===== src/rtl/mem_arb_pkg.sv =====
// mem_arb_pkg: shared types and parameter limits for the unified memory arbiter
package mem_arb_pkg;
  typedef enum logic {IDLE, BUSY} state_t;
  typedef enum logic [1:0] {OWN_NONE, OWN_IF, OWN_M} owner_t;
  localparam int LAT_MIN = 1;
  localparam int LAT_MAX = 15;
  function automatic logic lat_ok(input int lat);
    return lat >= LAT_MIN && lat <= LAT_MAX;
  endfunction
endpackage


===== src/rtl/mem_arb_timer.sv =====
// mem_arb_timer: loadable 4-bit down-counter, expire while the count sits at zero
module mem_arb_timer (
  input  logic       clk,
  input  logic       rst,
  input  logic       load,
  input  logic [3:0] load_val,
  output logic       expire
);
  logic [3:0] cnt_q, cnt_d;
  always_comb begin
    cnt_d = load ? load_val : (cnt_q != 4'd0) ? cnt_q - 4'd1 : cnt_q;
  end
  always_ff @(posedge clk or posedge rst) begin
    if (rst) cnt_q <= 4'd0;
    else cnt_q <= cnt_d;
  end
  assign expire = cnt_q == 4'd0;
endmodule


===== src/rtl/mem_arbiter.sv =====
// mem_arbiter: shares one fixed-latency memory port between IF fetches and M loads/stores
module mem_arbiter
  import mem_arb_pkg::*;
#(
  parameter int ADDR_W     = 16,
  parameter int DATA_W     = 32,
  parameter int LATENCY    = 2,
  parameter int STARVE_MAX = 4
) (
  input  logic              clk,
  input  logic              rst,
  input  logic              if_req,
  input  logic [ADDR_W-1:0] if_addr,
  output logic              if_done,
  output logic [DATA_W-1:0] if_rdata,
  output logic              if_stall,
  input  logic              m_req,
  input  logic              m_we,
  input  logic [ADDR_W-1:0] m_addr,
  input  logic [DATA_W-1:0] m_wdata,
  output logic              m_done,
  output logic [DATA_W-1:0] m_rdata,
  output logic              m_stall,
  output logic              mem_en,
  output logic              mem_we,
  output logic [ADDR_W-1:0] mem_addr,
  output logic [DATA_W-1:0] mem_wdata,
  input  logic [DATA_W-1:0] mem_rdata
);
  localparam int SW = $clog2(STARVE_MAX + 1);
  localparam logic [SW-1:0] SMAX = SW'(STARVE_MAX);
  if (!lat_ok(LATENCY) || STARVE_MAX < 1) begin : g_bad_param
    $error("mem_arbiter: LATENCY must be 1..15 and STARVE_MAX at least 1");
  end
  state_t state_q, state_d;
  owner_t owner_q, owner_d;
  logic we_q, we_d;
  logic [SW-1:0] starve_q, starve_d;
  logic m_win, issue, fin, expire;
  always_comb begin
    m_win    = m_req & ~(if_req & (starve_q == SMAX));
    issue    = ~rst & (state_q == IDLE) & (if_req | m_req);
    fin      = (state_q == BUSY) & (we_q | expire);
    state_d  = fin ? IDLE : issue ? BUSY : state_q;
    owner_d  = fin ? OWN_NONE : issue ? (m_win ? OWN_M : OWN_IF) : owner_q;
    we_d     = fin ? 1'b0 : issue ? (m_win & m_we) : we_q;
    starve_d = !issue ? starve_q : !m_win ? '0 :
               (if_req && starve_q != SMAX) ? starve_q + 1'b1 : starve_q;
  end
  always_ff @(posedge clk or posedge rst) begin
    if (rst) begin
      state_q  <= IDLE;
      owner_q  <= OWN_NONE;
      we_q     <= 1'b0;
      starve_q <= '0;
    end else begin
      state_q  <= state_d;
      owner_q  <= owner_d;
      we_q     <= we_d;
      starve_q <= starve_d;
    end
  end
  mem_arb_timer u_timer (
    .clk      (clk),
    .rst      (rst),
    .load     (issue),
    .load_val (4'(LATENCY - 1)),
    .expire   (expire)
  );
  // Issue is combinational in IDLE; every output is forced low while rst is held
  assign mem_en    = issue;
  assign mem_we    = issue & m_win & m_we;
  assign mem_addr  = issue ? (m_win ? m_addr : if_addr) : '0;
  assign mem_wdata = (issue & m_win) ? m_wdata : '0;
  assign if_done   = fin & (owner_q == OWN_IF);
  assign m_done    = fin & (owner_q == OWN_M);
  assign if_rdata  = if_done ? mem_rdata : '0;
  assign m_rdata   = (m_done & ~we_q) ? mem_rdata : '0;
  assign if_stall  = ~rst & if_req & ~if_done;
  assign m_stall   = ~rst & m_req & ~m_done;
endmodule


===== config.mk =====
export PLATFORM = sky130hd
export DESIGN_NAME = mem_arbiter
export DESIGN_NICKNAME = d
export VERILOG_FILES = /design/src/rtl/mem_arb_pkg.sv /design/src/rtl/mem_arb_timer.sv /design/src/rtl/mem_arbiter.sv
export SDC_FILE = /design/constraint.sdc
export NUM_CORES = 1
export LEC_CHECK = 0
export BUFFER_PORTS_ARGS = -buffer_cell sky130_fd_sc_hd__buf_2
export CORE_AREA = 2 2 85 87
export DETAILED_ROUTE_END_ITERATION = 6
export DIE_AREA = 0 0 87 89
export GPL_ROUTABILITY_DRIVEN = 0
export PLACE_DENSITY = 0.66
export SYNTH_ARGS = -nofsm -noshare
export SYNTH_HDL_FRONTEND = slang
export SYNTH_SLANG_ARGS = --single-unit

===== constraint.sdc =====
create_clock -name clk -period 6.5 [get_ports clk]
set_clock_uncertainty 0.15 [all_clocks]
set_input_delay 0 -clock clk [delete_from_list [all_inputs] [get_ports clk]]
set_output_delay 0 -clock clk [all_outputs]
set_load 0.01 [all_outputs]

==> results of run 1 <==
-- cells in the mapped netlist --
master / n
nand2b_1: 1
nor2_1: 5
nor3b_1: 8
a32o_1: 1
nor3_1: 1
nand3_1: 3
mux2i_1: 1
dfrtp_1: 11
and3_1: 2
nand4_1: 17
inv_1: 11
o2111ai_1: 16
o31ai_1: 1
nor4_4: 1
or3b_1: 1
ha_1: 4
clkbuf_1: 18
nand2_1: 20
a2111oi_4: 1
o211a_1: 1
buf_6: 4
a211oi_1: 1
a21boi_0: 2
a211o_2: 1
or3b_2: 1
a21oi_1: 1
xnor2_1: 1
or2b_1: 2
and2_2: 12
o21ai_0: 5
and2_1: 80
nand3b_1: 1
a21o_2: 1
-- how the worst min path moves through the flow --
stage / from / end / slack, ps / cells after the start
2_1_floorplan: rst / owner_q[0]$_DFFE_PP0P_ / -290 / 1
3_3_place_gp: rst / starve_q[1]$_DFFE_PP0P_ / -80 / 2
3_5_place_dp: rst / starve_q[1]$_DFFE_PP0P_ / -60 / 2
4_1_cts: if_req / starve_q[0]$_DFFE_PP0P_ / 80 / 3
5_1_grt: m_req / starve_q[1]$_DFFE_PP0P_ / 140 / 3
6_report: if_req / starve_q[0]$_DFFE_PP0P_ / 80 / 3
-- area by class of cell --
cell class                      instances  share of cell area [%]
Antenna cell                            1                  0.0871
Clock buffer                            4                    1.57
Inverter                               11                    1.44
Multi-Input combinational cell        192                    44.9
Sequential cell                        11                    9.59
Tap cell                               80                    3.49
Timing Repair Buffer                  221                    39.0
-- timing repair --
action,4_1_cts,5_1_grt
hold endpoints to repair,12,0
resized for setup,0,0
buffers inserted,0,0
hold buffers,2,0
endpoints found under the setup margin,0,0
-- registers in the layout (all words and copies together) (netlist names) --
| register | flops |
|---|---|
| u_timer.cnt_q | 4 |
| state_q | 1 |
| we_q | 1 |
| owner_q | 2 |
| starve_q | 3 |
-- per-stage QoR --
stage	cells	hold WS (ps)	total power, mW	cell area (um^2)
after floorplan	236	-293	0.350	1720
after global placement	513	-76.6	0.455	2800
after detailed placement	513	-62.2	0.469	2800
after CTS	519	77.3	0.543	2870
after global routing	520	145	0.587	2870
final	520	81.0	0.538	2870
-- where the power goes --
part           switching (mW)  internal (mW)
registers              0.0277         0.0969
logic                   0.194          0.149
clock network          0.0271         0.0432
-- worst reg2reg max path, cell delays in order (launching register included) --
cell and delay (ps):
dfrtp_1 400, inv_1 80, ha_1 200, nand3_1 530, and3_1 720, a32o_1 330
-- layer usage --
metal | part of all wire, % | vias to the layer above | GRT usage [%]
met3 | 7.6 | 8 | 3.05
met4 | 1.4 | 0 | 3.27
met1 | 38 | 1073 | 17.5
li1 | - | 1215 | -
met2 | 53 | 122 | 30.0
met5 | 0 | - | 0
-- cells in the final DEF, fill, tap and decap left out, types with 2 or more instances in the layout --
| cell | instances |
|---|---|
| nand4_1 | 17 |
| and2_2 | 12 |
| nand2_1 | 20 |
| clkbuf_8 | 3 |
| buf_2 | 218 |
| dlygate4sd3_1 | 2 |
| o2111ai_1 | 16 |
| or2b_1 | 2 |
| o21ai_0 | 5 |
| dfrtp_1 | 11 |
| a21boi_0 | 2 |
| ha_1 | 4 |
| inv_1 | 11 |
| nand3_1 | 3 |
| and3_1 | 2 |
| nor3b_1 | 8 |
| nor2_1 | 4 |
| and2_1 | 80 |
-- logic make-up (layout without fill, tap and decap cells) --
| group | after synthesis | count (layout) |
|---|---|---|
| AO/OA/AOI/OAI | 31 | 31 |
| multiplexers | 1 | 1 |
| buffers and inverters | 33 | 236 |
| flip-flops | 11 | 11 |
| other | 0 | 1 |
| adder cells (fa/ha/maj) | 4 | 4 |
| XOR/XNOR | 1 | 1 |
| AND/OR/NAND/NOR | 155 | 155 |
==> flow_summary.yaml, run 1 <==
critical_path:
  crit_fanout: 34
  endpoint: "if_rdata[0]"
  crit_chain: "inv_1, ha_1, or3b_1, a2111oi_4, and2_2, buf_2"
  max_stage_delay_ps: 1140
  critical-path-top-delay-family: "compound AO/OA/AOI/OAI gates"
  worst-path-stages: 6
  worst-setup-path-type: "register to output port"
  r2r-start: "starve_q[0]$_DFFE_PP0P_"
  worstPathRequired_ps: 6350
  crit_buf_inv: 2
  crit_path_end_kind: "output port"
  r2r_end: "we_q$_DFFE_PP0P_"
  reg2reg_slack_ps: 3980
  r2r_cells: 5
  cpMaxStageDelayCell: "a2111oi_4"
  worstPathArrival_ps: 3000
  start_kind: "register"
  startpoint: "u_timer.cnt_q[0]$_DFFE_PP0P_"
synthesis:
  synth.top_cell.area_share_pct: 29.2
  yosysTopAreaCell: "and2_1"
  yosysWarnings: 0
  synth_simple_gate_area_share_pct: 55.4
  synth_compound_area_share_pct: 15.5
  synth-seq-cells: 11
  avgSynthCellArea_um2: 7.27
  synth-xor-area-share_pct: 0.511
  netlist_area_mm2: 0.00172
  synth_cells: 236
  synth_cell_types: 33
  syn_nets: 341
  seq_area_frac_synth_pct: 16.0
  synth_top_family_by_area: "simple AND/OR/NAND/NOR gates"
  synthMuxAreaShare_pct: 0.584
  synth_fa_ha_area_share_pct: 2.92
  synth.area.top_cells: "and2_1, dfrtp_1, o2111ai_1"
clocking:
  cts_buffers: 3
  cts_htree_levels: 1
  cts.clk_slew.worst_paths_ps: 50
  clock-sinks: 11
  cts_buffer_depth: 2
  clk_latency_ps: 240
  cts_tree: "yes"
  cts_root_buffer: "clkbuf_8"
placement:
  preCtsSetupSlack_ps: 3590
  hpwl_mm: 5.69
  numPortBuffers: 218
outcome:
  status: "finished, final reports clean"
grt:
  grt_max_degree: 35
  antenna_found_initial: 1
  first_global_vias: 2033
  track_usage_pct: 15.5
  overflow: 0
  grt_pass1_wl_mm: 9.70
cells_and_area:
  final_util_pct: 42.7
  register_area_um2: 275
  drive_gt1_share_pct: 54.7
  layout.nets: 545
  num-fill-cells: 743
  area_growth_pct: 67.4
  multi_input_area_mm2: 0.00129
floorplan:
  io_pins: 219
  dieArea_mm2: 0.00774
  fp-row-count: 30
  core_area_mm2: 0.00672
  initial_core_util_pct: 25.5
  die_h_um: 89
  die_w_um: 87
sta:
  fmax_mhz: 317
  fin_crit_sh_pct: 48.5
  slew_violations: 0
  rsz0062_at_grt: "false"
  setup_slack_ps: 3350
  min_period_ps: 3150
  hold_viol_final: 0
  max_slew_margin_pct: 18.8
  setup_viol: 0
  finalSetupTns_ps: 0
  tightest_slew_ps: 1220
routing:
  vias_per_cell: 4.65
  first_pass_iters: 4
  antenna_left: 0
  num_vias: 2418
  wl_per_cell_um: 13.2
  wirelength_mm: 6.89
  drc_errors: 0
  initialDrtViolationCount: 65
power_and_ir_drop:
  p_per_area_mw_per_mm2: 187
  vdd_ir_drop_max_uv: 77.0
  leakage_nw: 1.81
run:
  drv_cap: 0
hold_path:
  holdCritPathClass: "input port to register"
(Power assumes the default switching activity.)
==> run 2, diff against run 1 <==
Settings changed: CORE_AREA 2 2 85 87 to 2 2 84 86, DIE_AREA 0 0 87 89 to 0 0 86 88, PLACE_DENSITY 0.66 to 0.7.
Clock period 6.5 ns to 2.72 ns, I/O delays scaled along.
==> run 2 against run 1 <==
Clock power is 140% higher. Die area is 2.3% lower. Worst hold slack worse by 21 ps. Utilization is 0.86 points higher. Worst setup slack worse by 3200 ps. Power is 140% higher. Via count stayed put. Clock-buffer cell count is 1 lower. Register-to-register slack worse by 3200 ps. Routed wire length is 2.2% lower. Sequential share of layout area is 0.083 points lower. Global-route usage is 0.48 points higher.
==> flow_summary.yaml, run 2 (synthesized netlist as in run 1, its figures left out) <==
cells_and_area:
  reg_top3: "u_timer.cnt_q (4), starve_q (3), owner_q (2)"
  layout_commonest_cell: "buf_2"
  multi_input_area_mm2: 0.00129
  top_register: "u_timer.cnt_q"
  mostFrequentLayoutCells: "buf_2, and2_1, nand2_1, nand4_1, o2111ai_1"
  area_growth_pct: 68.9
  register_area_um2: 275
  layout.nets: 548
  num-fill-cells: 679
  final_util_pct: 43.6
  final_cells: 522
  drive_gt1_share_pct: 55.2
  largest_reg_flops: 4
  diodes: 0
hold_path:
  worstHoldPathCells: 3
  holdCritPathClass: "input port to register"
  hp-start: "if_req"
  hold_end: "starve_q[0]$_DFFE_PP0P_"
grt:
  track_usage_pct: 16.0
  grt_max_degree: 35
  grt_pass1_wl_mm: 9.92
  overflow: 0
  antenna_found_initial: 0
  first_global_vias: 2092
critical_path:
  r2r_cells: 5
  worst-setup-path-type: "register to output port"
  worstPathRequired_ps: 2570
  r2r_end: "we_q$_DFFE_PP0P_"
  reg2reg_slack_ps: 810
  crit_fanout: 34
  start_kind: "register"
  r2r-start: "starve_q[0]$_DFFE_PP0P_"
  crit_path_end_kind: "output port"
  worstPathArrival_ps: 2410
clocking:
  clock-sinks: 11
  cts.clk_slew.worst_paths_ps: 60
  cts_buffer_depth: 2
  cts_root_buffer: "clkbuf_8"
  cts_htree_levels: 1
  cts_tree: "yes"
  cts_buffers: 3
  clk_latency_ps: 240
floorplan:
  core_area_mm2: 0.00664
  dieArea_mm2: 0.00757
  die_w_um: 86
  die_h_um: 88
  io_pins: 219
  fp-row-count: 30
  initial_core_util_pct: 25.8
sta:
  max_slew_margin_pct: 44.2
  finalSetupTns_ps: 0
  setup_viol: 0
  slew_violations: 0
  fmax_mhz: 391
  min_period_ps: 2560
  rsz0062_at_grt: "false"
  tightest_slew_ps: 837
  hold_viol_final: 0
  setup_slack_ps: 160
  fin_crit_sh_pct: 94.1
placement:
  hpwl_mm: 5.40
  numPortBuffers: 218
  preCtsSetupSlack_ps: 363
  dp_cells: 516
outcome:
  status: "finished, final reports clean"
power_and_ir_drop:
  p_per_area_mw_per_mm2: 443
  leakage_nw: 1.83
  vdd_ir_drop_max_uv: 266
routing:
  drc_errors: 0
  antenna_left: 0
  vias_per_cell: 4.63
  wl_per_cell_um: 12.9
  initialDrtViolationCount: 76
  num_vias: 2418
  first_pass_iters: 4
  wirelength_mm: 6.73
run:
  drv_cap: 0
run 2: per-stage QoR:
step / hold WS (ps) / total power, mW / instance area, um^2
floorplan: -293 / 0.836 / 1720
global placement: -73.2 / 1.09 / 2830
detailed placement: -70.7 / 1.12 / 2830
CTS: 57.0 / 1.29 / 2890
global route: 106 / 1.40 / 2900
finish: 60.3 / 1.28 / 2900
run 2: power breakdown:
part	total, mW	switching (mW)	internal (mW)	leakage (nW)
registers	0.301	0.0695	0.231	0.139
logic	0.815	0.453	0.362	1.67
clock network	0.167	0.0663	0.101	0.0255
run 2: final cells by class:
class                           count  share of cell area (%)
Sequential cell                    11                    9.50
Inverter                           11                    1.43
Timing Repair Buffer              224                    39.5
Multi-Input combinational cell    192                    44.5
Clock buffer                        3                    1.43
Tap cell                           80                    3.46
Clock inverter                      1                   0.173
run 2: timing repair:
action | in CTS | in global routing
endpoints found under the setup margin | 0 | 32
endpoints found under the hold margin | 12 | 0
resized for setup | 0 | 1
hold buffers | 2 | 0
buffers inserted | 0 | 0
run 2: metal layers:
layer	GRT usage, %	part of all wire (%)	routed length (um)	up-vias
met1	20.6	42	2840	1088
met3	2.26	7.7	520	2
met5	0	0	0	-
met2	28.7	50	3360	111
met4	2.89	0.22	15	0
li1	-	-	-	1217
run 2: worst max path at each step:
stage          slack (ps)      endpoint                    startpoint
6_report              160  if_rdata[27]  u_timer.cnt_q[0]$_DFFE_PP0P_
5_1_grt                20   if_rdata[0]  u_timer.cnt_q[1]$_DFFE_PP0P_
4_1_cts                80  if_rdata[29]  u_timer.cnt_q[0]$_DFFE_PP0P_
3_5_place_dp          360  if_rdata[29]  u_timer.cnt_q[0]$_DFFE_PP0P_
3_3_place_gp          460  if_rdata[31]  u_timer.cnt_q[0]$_DFFE_PP0P_
2_1_floorplan         620  if_rdata[23]  u_timer.cnt_q[0]$_DFFE_PP0P_
run 2: critical path, cell delays in order (launching register included):
cell	delay, ps
dfrtp_1	410
inv_1	90
ha_1	180
or3b_1	510
a2111oi_4	420
buf_6	260
and2_2	160
buf_2	120
==> run 3, diff against run 2 <==
Settings changed: PLACE_DENSITY 0.7 to default, PLACE_DENSITY_LB_ADDON from default to 0.25.
==> run 3 against run 2 <==
Maximum frequency up 2.9%. Global-route usage down 1.4 points. Non-clock buffer count up 1. Via count down 3.4%. Die area unchanged. Routed wire length down 8.0%. Critical path type unchanged. Largest power group unchanged. Highest routed layer unchanged.
==> flow_summary.yaml, run 3 (synthesized netlist as in run 1, its figures left out) <==
outcome:
  status: "finished, final reports clean"
clocking:
  cts_htree_levels: 1
  cts_root_buffer: "clkbuf_8"
  clk_latency_ps: 230
  cts.clk_slew.worst_paths_ps: 50
  cts_buffers: 3
  cts_tree: "yes"
  cts_buffer_depth: 2
  clock-sinks: 11
  cts_setup_buffers: 0
cells_and_area:
  final_cells: 523
  layout.nets: 549
  num-fill-cells: 688
  largest_reg_flops: 4
  layout_commonest_cell: "buf_2"
  drive_gt1_share_pct: 55.3
  diodes: 0
  mostFrequentLayoutCells: "buf_2, and2_1, nand2_1, nand4_1, o2111ai_1"
  reg_top3: "u_timer.cnt_q (4), starve_q (3), owner_q (2)"
  top_register: "u_timer.cnt_q"
  area_growth_pct: 69.1
  final_cell_area_mm2: 0.00290
critical_path:
  worstPathArrival_ps: 2340
  start_kind: "register"
  crit_path_end_kind: "output port"
  worstPathRequired_ps: 2570
  worst-setup-path-type: "register to output port"
  crit_fanout: 26
power_and_ir_drop:
  vdd_ir_drop_max_uv: 233
  p_per_area_mw_per_mm2: 441
  p_total_mw: 1.28
  leakage_nw: 1.84
routing:
  wl_per_cell_um: 11.8
  wirelength_mm: 6.19
  initialDrtViolationCount: 47
  num_vias: 2336
  first_pass_iters: 4
  drt-met1-wl_mm: 2.47
  dr_wl_met3_um: 500
  drc_errors: 0
  top_layer_used: "met4"
  antenna_left: 0
  dr_wl_met2_mm: 3.19
  vias_per_cell: 4.47
sta:
  whs_ps: 59.1
  finalSetupTns_ps: 0
  rsz0062_at_grt: "false"
  tightest_slew_ps: 775
  min_period_ps: 2490
  slew_violations: 0
  fmax_mhz: 402
  fin_crit_sh_pct: 91.5
  setup_viol: 0
  max_slew_margin_pct: 48.3
  hold_viol_final: 0
hold_path:
  holdCritPathClass: "input port to register"
run:
  drv_cap: 0
floorplan:
  dieArea_mm2: 0.00757
  fp-row-count: 30
  die_h_um: 88
  io_pins: 219
  core_area_mm2: 0.00664
  die_w_um: 86
  initial_core_util_pct: 25.8
placement:
  dp_cells: 517
  numPortBuffers: 218
  placed_area_mm2: 0.00283
  hpwl_mm: 5.01
grt:
  grt_pass1_wl_mm: 9.27
  first_global_vias: 2000
  grt_max_degree: 36
  overflow: 0
  antenna_found_initial: 0
  track_usage_pct: 14.6
## run 3: final timing paths
path                                              start                      endpoint  slack (ps)  cells after the start
min in group asynchronous                           rst           state_q$_DFFE_PP0P_         200                      3
min                                              if_req       starve_q[0]$_DFFE_PP0P_          60                      3
max reg2reg                     starve_q[0]$_DFFE_PP0P_              we_q$_DFFE_PP0P_         840                      5
max in group asynchronous                           rst  u_timer.cnt_q[2]$_DFFE_PP0P_        1910                      3
max                        u_timer.cnt_q[0]$_DFFE_PP0P_                  if_rdata[11]         230                      7
min reg2reg                     starve_q[2]$_DFFE_PP0P_       starve_q[2]$_DFFE_PP0P_         360                      1
## run 3: critical path: stages (launching register included)
cell	delay, ps
dfrtp_1	400
inv_1	90
ha_1	180
or3b_4	460
a2111oi_4	380
buf_4	290
and2_1	170
buf_2	130
## run 3: per-layer routing
metal,up-vias,track usage (%)
li1,1224,-
met1,1005,17.2
met2,103,28.4
met3,4,1.79
met4,0,2.60
met5,-,0
## run 3: metrics by stage
stage	setup slack [ps]	util, %
2_1_floorplan	617	-
3_3_place_gp	429	42.7
3_5_place_dp	372	42.7
4_1_cts	96.2	43.6
5_1_grt	77.6	43.7
6_report	232	43.7
## run 3: final cells by class
type                    count  area [um^2]  area share (%)
clock buffers               4         45.0            1.55
repair buffers            225         1150            39.6
inverters                  11         41.3            1.42
well taps                  80          100            3.45
flip-flops and latches     11          275            9.49
multi-input cells         192         1290            44.5
## run 3: repair_timing
item | in CTS | in global routing
hold buffers | 2 | 0
setup endpoints to repair | 0 | 24
endpoints found under the hold margin | 12 | 0
resized for setup | 0 | 1
## run 3: power by group
| part | switching [mW] | internal [mW] |
|---|---|---|
| logic | 0.450 | 0.369 |
| registers | 0.0661 | 0.232 |
| clock network | 0.0600 | 0.103 |
| total | 0.576 | 0.703 |
